<file path="config.mk">
export PLATFORM = sky130hd
export DESIGN_NAME = ps2_scan_ctrl
export DESIGN_NICKNAME = d
export VERILOG_FILES = /design/src/rtl/ps2_scan_ctrl.sv
export SDC_FILE = /design/constraint.sdc
export NUM_CORES = 1
export LEC_CHECK = 0
export CORE_ASPECT_RATIO = 2
export CORE_MARGIN = 2
export CORE_UTILIZATION = 40
export DETAILED_ROUTE_END_ITERATION = 12
export GPL_ROUTABILITY_DRIVEN = 0
export PLACE_DENSITY = 0.6
export RECOVER_POWER = 50
export SKIP_LAST_GASP = 1
export SLEW_MARGIN = 10
export SYNTH_ARGS = -nofsm -noshare
export SYNTH_HDL_FRONTEND = slang
export SYNTH_SLANG_ARGS = --single-unit
</file>
<file path="constraint.sdc">
create_clock -name clk_50 -period 5.95 [get_ports clk_50]
set_clock_uncertainty 0.05 [all_clocks]
set_input_delay 1.19 -clock clk_50 [delete_from_list [all_inputs] [get_ports clk_50]]
set_output_delay 1.19 -clock clk_50 [all_outputs]
set_load 0.01 [all_outputs]
</file>
<file path="src/rtl/ps2_scan_ctrl.sv">
// PS/2 Set 2 scan-code sequencer: folds E0/F0 prefixes into complete key
// events, queues them in a small FWFT FIFO, and tracks the last two codes,
// a sticky overflow flag and a saturating error count.
//
//   state    | meaning
//   ---------+-------------------------------------------
//   IDLE     | no prefix pending, next byte starts an event
//   GOT_E0   | extended prefix seen
//   GOT_F0   | release prefix seen
//   GOT_E0F0 | extended release prefix seen
module ps2_scan_ctrl #(
    parameter int FIFO_AW        = 2,
    parameter int TIMEOUT_CYCLES = 2500000
) (
    input  logic               clk_50,
    input  logic               rst_n,
    input  logic               rx_valid,
    input  logic [7:0]         rx_data,
    input  logic               rx_err,
    input  logic               clr,
    input  logic               ev_ready,
    output logic               ev_valid,
    output logic [7:0]         ev_code,
    output logic               ev_ext,
    output logic               ev_break,
    output logic [FIFO_AW:0]   fifo_level,
    output logic               overflow,
    output logic [7:0]         err_cnt,
    output logic [7:0]         last_code,
    output logic [7:0]         prev_code
);

    localparam int DEPTH = 1 << FIFO_AW;
    localparam int TMO_W = $clog2(TIMEOUT_CYCLES + 1);

    typedef enum logic [1:0] {IDLE, GOT_E0, GOT_F0, GOT_E0F0} state_t;

    state_t               state;
    logic [TMO_W-1:0]     tmo_cnt;
    logic                 is_e0, is_f0, is_resp;
    logic                 ev_done, proto_err, tmo_hit, err_inc;
    logic                 new_ext, new_brk;
    logic                 push, pop, full;
    logic [9:0]           mem [DEPTH];
    logic [FIFO_AW-1:0]   wr_ptr, rd_ptr;

    // Byte classification, event completion and error sources for this cycle
    always_comb begin
        is_e0     = (rx_data == 8'hE0);
        is_f0     = (rx_data == 8'hF0);
        is_resp   = (rx_data inside {8'h00, 8'hAA, 8'hEE, 8'hFA, 8'hFE, 8'hFF});
        ev_done   = 1'b0;
        proto_err = 1'b0;
        if (rx_valid && !rx_err) begin
            case (state)
                IDLE: ev_done = !is_e0 && !is_f0 && !is_resp;
                GOT_E0: begin
                    proto_err = is_e0;
                    ev_done   = !is_e0 && !is_f0;
                end
                default: begin
                    proto_err = is_e0 || is_f0;
                    ev_done   = !is_e0 && !is_f0;
                end
            endcase
        end
        tmo_hit = !rx_valid && (state != IDLE) && (tmo_cnt == TMO_W'(TIMEOUT_CYCLES - 1));
        err_inc = (rx_valid && rx_err) || proto_err || tmo_hit;
        new_ext = (state == GOT_E0) || (state == GOT_E0F0);
        new_brk = (state == GOT_F0) || (state == GOT_E0F0);
        full    = (fifo_level == (FIFO_AW + 1)'(DEPTH));
        pop     = ev_valid && ev_ready;
        push    = ev_done && (!full || pop);
    end

    // Prefix parser with inter-byte timeout
    always_ff @(posedge clk_50 or negedge rst_n) begin
        if (!rst_n) begin
            state   <= IDLE;
            tmo_cnt <= '0;
        end else begin
            if (rx_valid) begin
                if (rx_err) begin
                    state <= IDLE;
                end else begin
                    case (state)
                        IDLE:    state <= is_e0 ? GOT_E0 : (is_f0 ? GOT_F0 : IDLE);
                        GOT_E0:  state <= is_f0 ? GOT_E0F0 : IDLE;
                        default: state <= IDLE;
                    endcase
                end
            end else if (tmo_hit) begin
                state <= IDLE;
            end
            if (rx_valid || (state == IDLE) || tmo_hit)
                tmo_cnt <= '0;
            else
                tmo_cnt <= tmo_cnt + TMO_W'(1);
        end
    end

    // Status: error count, sticky overflow, display history; clr beats same-cycle events
    always_ff @(posedge clk_50 or negedge rst_n) begin
        if (!rst_n) begin
            err_cnt   <= '0;
            overflow  <= 1'b0;
            last_code <= '0;
            prev_code <= '0;
        end else begin
            if (clr) begin
                err_cnt  <= '0;
                overflow <= 1'b0;
            end else begin
                if (err_inc && (err_cnt != 8'hFF))
                    err_cnt <= err_cnt + 8'd1;
                if (ev_done && !push)
                    overflow <= 1'b1;
            end
            if (ev_done) begin
                last_code <= rx_data;
                prev_code <= last_code;
            end
        end
    end

    // FIFO pointers and fill level
    always_ff @(posedge clk_50 or negedge rst_n) begin
        if (!rst_n) begin
            wr_ptr     <= '0;
            rd_ptr     <= '0;
            fifo_level <= '0;
        end else begin
            if (push)
                wr_ptr <= wr_ptr + FIFO_AW'(1);
            if (pop)
                rd_ptr <= rd_ptr + FIFO_AW'(1);
            if (push && !pop)
                fifo_level <= fifo_level + (FIFO_AW + 1)'(1);
            else if (pop && !push)
                fifo_level <= fifo_level - (FIFO_AW + 1)'(1);
        end
    end

    // FIFO storage; entries are only observed through the valid-gated head
    always_ff @(posedge clk_50) begin
        if (push)
            mem[wr_ptr] <= {new_brk, new_ext, rx_data};
    end

    assign ev_valid = (fifo_level != '0);
    assign {ev_break, ev_ext, ev_code} = ev_valid ? mem[rd_ptr] : 10'd0;

endmodule

</file>
== Yosys cells after proc, flatten, opt, wreduce, memory -nomap -nowiden ==
Memories as Yosys holds them, arrays and structs flattened.
Index checks and enable logic that the tools add are counted.
W data, S select, Z words.

* Reductions and logical operators: 37
* Multiplexer cells: 21
* Equality and inequality tests: 13
* Add/sub/neg operators: 6

{| class="wikitable"
|+ Operators with widths
! kind !! number
|-
| $eq A8 B8 Y1 const B || 7
|-
| $add A22 B1 Y22 const B || 1
|-
| $eq A22 B22 Y1 const B || 1
|-
| $mux W22 || 1
|-
| $mux W8 || 2
|-
| $logic_and A1 B1 Y1 || 12
|-
| $mux W2 || 6
|-
| $mux W10 || 1
|-
| $reduce_bool A2 Y1 || 5
|-
| $add A8 B1 Y8 const B || 1
|-
| $logic_not A1 Y1 || 8
|-
| $logic_not A8 Y1 || 1
|-
| $logic_or A1 B1 Y1 || 8
|-
| $ne A8 B8 Y1 const B || 1
|-
| $mux W1 || 7
|-
| $mux W3 || 2
|-
| $reduce_bool A6 Y1 || 1
|-
| $add A2 B1 Y2 const B || 2
|-
| $eq A2 B2 Y1 const B || 2
|-
| $pmux W2 S2 || 1
|-
| $add A3 B1 Y3 const B || 1
|-
| $eq A3 B3 Y1 const B || 1
|-
| $reduce_bool A3 Y1 || 1
|-
| $sub A3 B1 Y3 const B || 1
|-
| 3 further kinds || 3
|}

* Input port bits: 14
* Memory bits (writable): 40
* Register bits after elaboration: 56
* Memories kept: 1
* Word-level logic and storage cells: 87
* Output and inout port bits: 39

{| class="wikitable"
|+ Memory list
! memory !! depth !! width !! rd ports !! clocked after Yosys merged registers in !! wr ports !! RTL line !! RTL
|-
| mem || 4 || 10 || 1 || 0 || 1 || 44 || <nowiki>logic [9:0] mem [DEPTH];</nowiki>
|}

== Logic depth before layout (Yosys ltp) ==
* Word-level depth: 11
* Depth in mapped cells: 12
* Depth with buffers taken out: 11

== Least setup slack after synthesis ==
No wires, ideal clock.

* Kind: input to register
* Start: input rx_data[3]
* End: register fifo_level[1]
* Buffers on the path: 1
* Data required time: 5775 ps
* Cell stages on the path: 10
* Data arrival time: 3261 ps
* Slack: 2515 ps
* Library setup time: 125 ps
* Cell sequence: or2_1 -> or4_1 -> buf_2 -> nor2b_1 -> nand2_1 -> inv_1 -> ha_1 -> inv_1 -> fa_1 -> mux2_2

* Longest elaborated chain between the ends: 10
* Elaborated cells on any way between the ends: 22
* Classes of those cells: 7 x eq/ne; 3 x mux; 12 x reduce/logical

{| class="wikitable"
|+ RTL lines
! item !! RTL line !! RTL
|-
| start, declared || 18 || <nowiki>input logic [7:0] rx_data,</nowiki>
|-
| $eq A8 B8 Y1 (tied with other cells) || 51 || <nowiki>is_resp = (rx_data inside {8'h00, 8'hAA, 8'hEE, 8'hFA, 8'hFE, 8'hFF});</nowiki>
|-
| $reduce_bool A6 Y1 or $logic_not A1 Y1 (tied branches) || -- ||
|-
| $logic_not A1 Y1 or $logic_and A1 B1 Y1 (tied branches) || 56, 59, 63 ||
|-
| $logic_and A1 B1 Y1 || 56 || <nowiki>IDLE: ev_done = !is_e0 && !is_f0 && !is_resp;</nowiki>
|-
| $mux W1 * || -- ||
|-
| $mux W1 * || 54 || <nowiki>if (rx_valid && !rx_err) begin</nowiki>
|-
| $logic_and A1 B1 Y1 * || 73 || <nowiki>push = ev_done && (!full || pop);</nowiki>
|-
| net push || 43 || <nowiki>logic push, pop, full;</nowiki>
|-
| $logic_not A1 Y1 || 139 || <nowiki>else if (pop && !push)</nowiki>
|-
| $logic_and A1 B1 Y1 || 139 ||
|-
| $reduce_bool A2 Y1 (no source line) || -- ||
|-
| end signal, assigned || 138 || <nowiki>fifo_level <= fifo_level + (FIFO_AW + 1)'(1);</nowiki>
|-
| end signal, assigned || 140 || <nowiki>fifo_level <= fifo_level - (FIFO_AW + 1)'(1);</nowiki>
|-
| end, declared || 26 || <nowiki>output logic [FIFO_AW:0] fifo_level,</nowiki>
|}

The timed path passes the listed nets; every way through them passes the cells marked *.
A chain may end at the register's enable or synchronous reset.

== Worst setup path after layout ==
* Start: input rx_data[1]
* End: register fifo_level[1]

Same word-level chain as after synthesis.

==> metrics <==
Top FF cell, synth=dfrtp_1; fmax=0.252 GHz; # rows=53; cell area power density=360 mW/mm^2; Synth area leaders=dfrtp_1 (32%), edfxtp_1 (28%), mux4_2 (5.2%); Crit. End Element=register; CTS tree=built; Worst-Skew Late Latency=0.34 ns; final instance area=0.00532 sq mm; share of the synthesized area in the top cell type=32.2%; worst hold path type=reg -> reg; die area=0.0118 sq mm; Setup Buffers After CTS=0; RSZ-0062 raised after global routing=no; syn avg cell area=13.1 sq um; max-capacitance violation count=1; worst r2r path cells=6; DR pass1 iterations=6; Core Area=0.0105 sq mm; CTS root buffer=clkbuf_16; violated checks=capacitance limit, slew limit; Synth Cell Area=0.00436 sq mm; yosys warns=0; cell taking the most area after synthesis=dfrtp_1; effective utilization at floorplan=41.3%; largest net degree at the start of global routing=57; die width=77.8 um; Worst Hold Path Cells=1; Sequential Area=0.00260 sq mm; Worst Hold Launch=tmo_cnt[0]; post-synthesis sequential area ratio=59.8%; # DRC=0; Critical Path Source Type=input pin; port bufs=52; via count=2748; Syn Inst Count=333; Worst Setup SP=rx_data[1]; DR iter-0 viols=163; initial antenna violation count=0; HPWL Detailed=6230 um; Tmin final=3.97 ns; status=finished with violations; Final period util=66.7%; Post-synth EDFFs=40; Leakage=2.03 nW; CTS Sinks=96; global route overflow=0; post-DR vias/cell=5.20; Avg WL per Cell=16.3 um; Fin. Hold Viols=0; Max FO, Critical Path=8; Die Y=152 um; Reg clk slew, reported paths=0.07 ns; WP data required=6.13 ns; most frequent cell after synthesis=dfrtp_1; setup TNS=0 ns; FF+latch count, synth=96; fin nets=408; Max Buffers Root-to-Sink=2; CTS Buf Count=9; Worst EP arrival=4.15 ns; Setup WS pre-CTS=1.70 ns; Multi-input gate area=0.00167 sq mm; number of global-route vias before repair=2810; I/O pin cnt=53; Synthesized Nets=355; hold bufs inserted after CTS=0; GRT Overall Usage=15.8%; first-pass GRT wire length=14100 um; Final ANT Viol Nets=0; drt total wl=8610 um; fin. max-slew vios=57; H-tree Lvls=3; Area Overhead vs Synth=22.1%; fill cell count=895; DP Area=0.00501 sq mm; Post-synth top cells=dfrtp_1 (56), edfxtp_1 (40), nor2_1 (33); crit path setup slack, layout=1.98 ns; ys async rst share=58.3%; Resized cells post-CTS=0; Final Power=0.00191 W; Crit Path Category=in -> reg; ANT cells=0; Worst Tran Pin Value=3.06 ns; RR Startpoint=tmo_cnt[0]; final setup fails=0; Slew Limit Headroom=-104%; number of library cell types mapped by synthesis=42; peak supply drop=0.149 mV; share of cells above drive strength 1=12.0%
cells by family after synthesis:
family	share of synthesized area, %
DFF	59.8
adders and majority gates	2.47
AOI/OAI and AO/OA	3.71
and+or+nand+nor	15.3
muxes	11.6
xor gates and xnor gates	5.23
buffers and inverters	1.95
power breakdown:
part           switching (W)  internal, W  total [W]
sequential         0.0000833     0.000768   0.000851
clock               0.000255     0.000344   0.000598
combinational       0.000179     0.000285   0.000464
cells in the final DEF, fill, tap and decap left out, types with 11 or more instances in the layout:
cell type,n
dfrtp_1,56
edfxtp_1,40
nor2_1,33
clkdlybuf4s50_1,31
dlygate4sd3_1,20
xnor2_1,19
mux2_2,17
nand2_1,13
nand3_1,13
inv_1,11
a21oi_1,11
metal layers:
metal | routed length (um) | up-vias | GRT usage, % | part of all wire, %
met3 | 206 | 11 | 2.84 | 2.4
met5 | 0 | - | 0 | 0
met4 | 175 | 0 | 8.04 | 2.0
met2 | 4890 | 41 | 29.2 | 57
li1 | - | 1310 | - | -
met1 | 3340 | 1386 | 17.0 | 39
critical path, stage by stage:
cell	delay [ns]
dlygate4sd3_1	0.65
or2_1	0.26
or4_1	0.61
nor2b_1	0.23
nand2_1	0.17
inv_1	0.06
ha_1	0.22
inv_1	0.08
fa_1	0.41
mux2_2	0.27
final timing paths:
kind / end / slack (ns)
setup / recovery: fifo_level[1] / 1.98
hold / removal: tmo_cnt[0] / 0.44
setup reg to reg: err_cnt[2] / 3.40
hold reg to reg: tmo_cnt[0] / 0.44
max in group asynchronous: tmo_cnt[10] / 2.23
min in group asynchronous: err_cnt[5] / 1.88
state kept, by name, summed over array words and instances (netlist names):
signal / count
err_cnt: 8
fifo_level: 3
last_code: 8
mem: 40
overflow: 1
prev_code: 8
rd_ptr: 2
state: 2
tmo_cnt: 22
wr_ptr: 2
metrics by stage:
stage	std cells	util, %	hold slack (ns)
detailed placement	512	47.5	0.429
finish	528	50.4	0.438
global route	528	50.4	0.464
global placement	512	47.5	0.416
CTS	528	50.5	0.438
floorplan	333	-	0.398
final cells by class:
| class | instances | share of cell area (%) |
|---|---|---|
| sequential | 96 | 48.9 |
| multi-input combinational | 215 | 31.4 |
| timing repair buffer | 53 | 9.76 |
| clock buffer | 10 | 4.49 |
| tap | 137 | 3.22 |
| clock inverter | 6 | 1.44 |
| inverter | 11 | 0.776 |
Note: power is estimated with default switching activity, not from simulation.
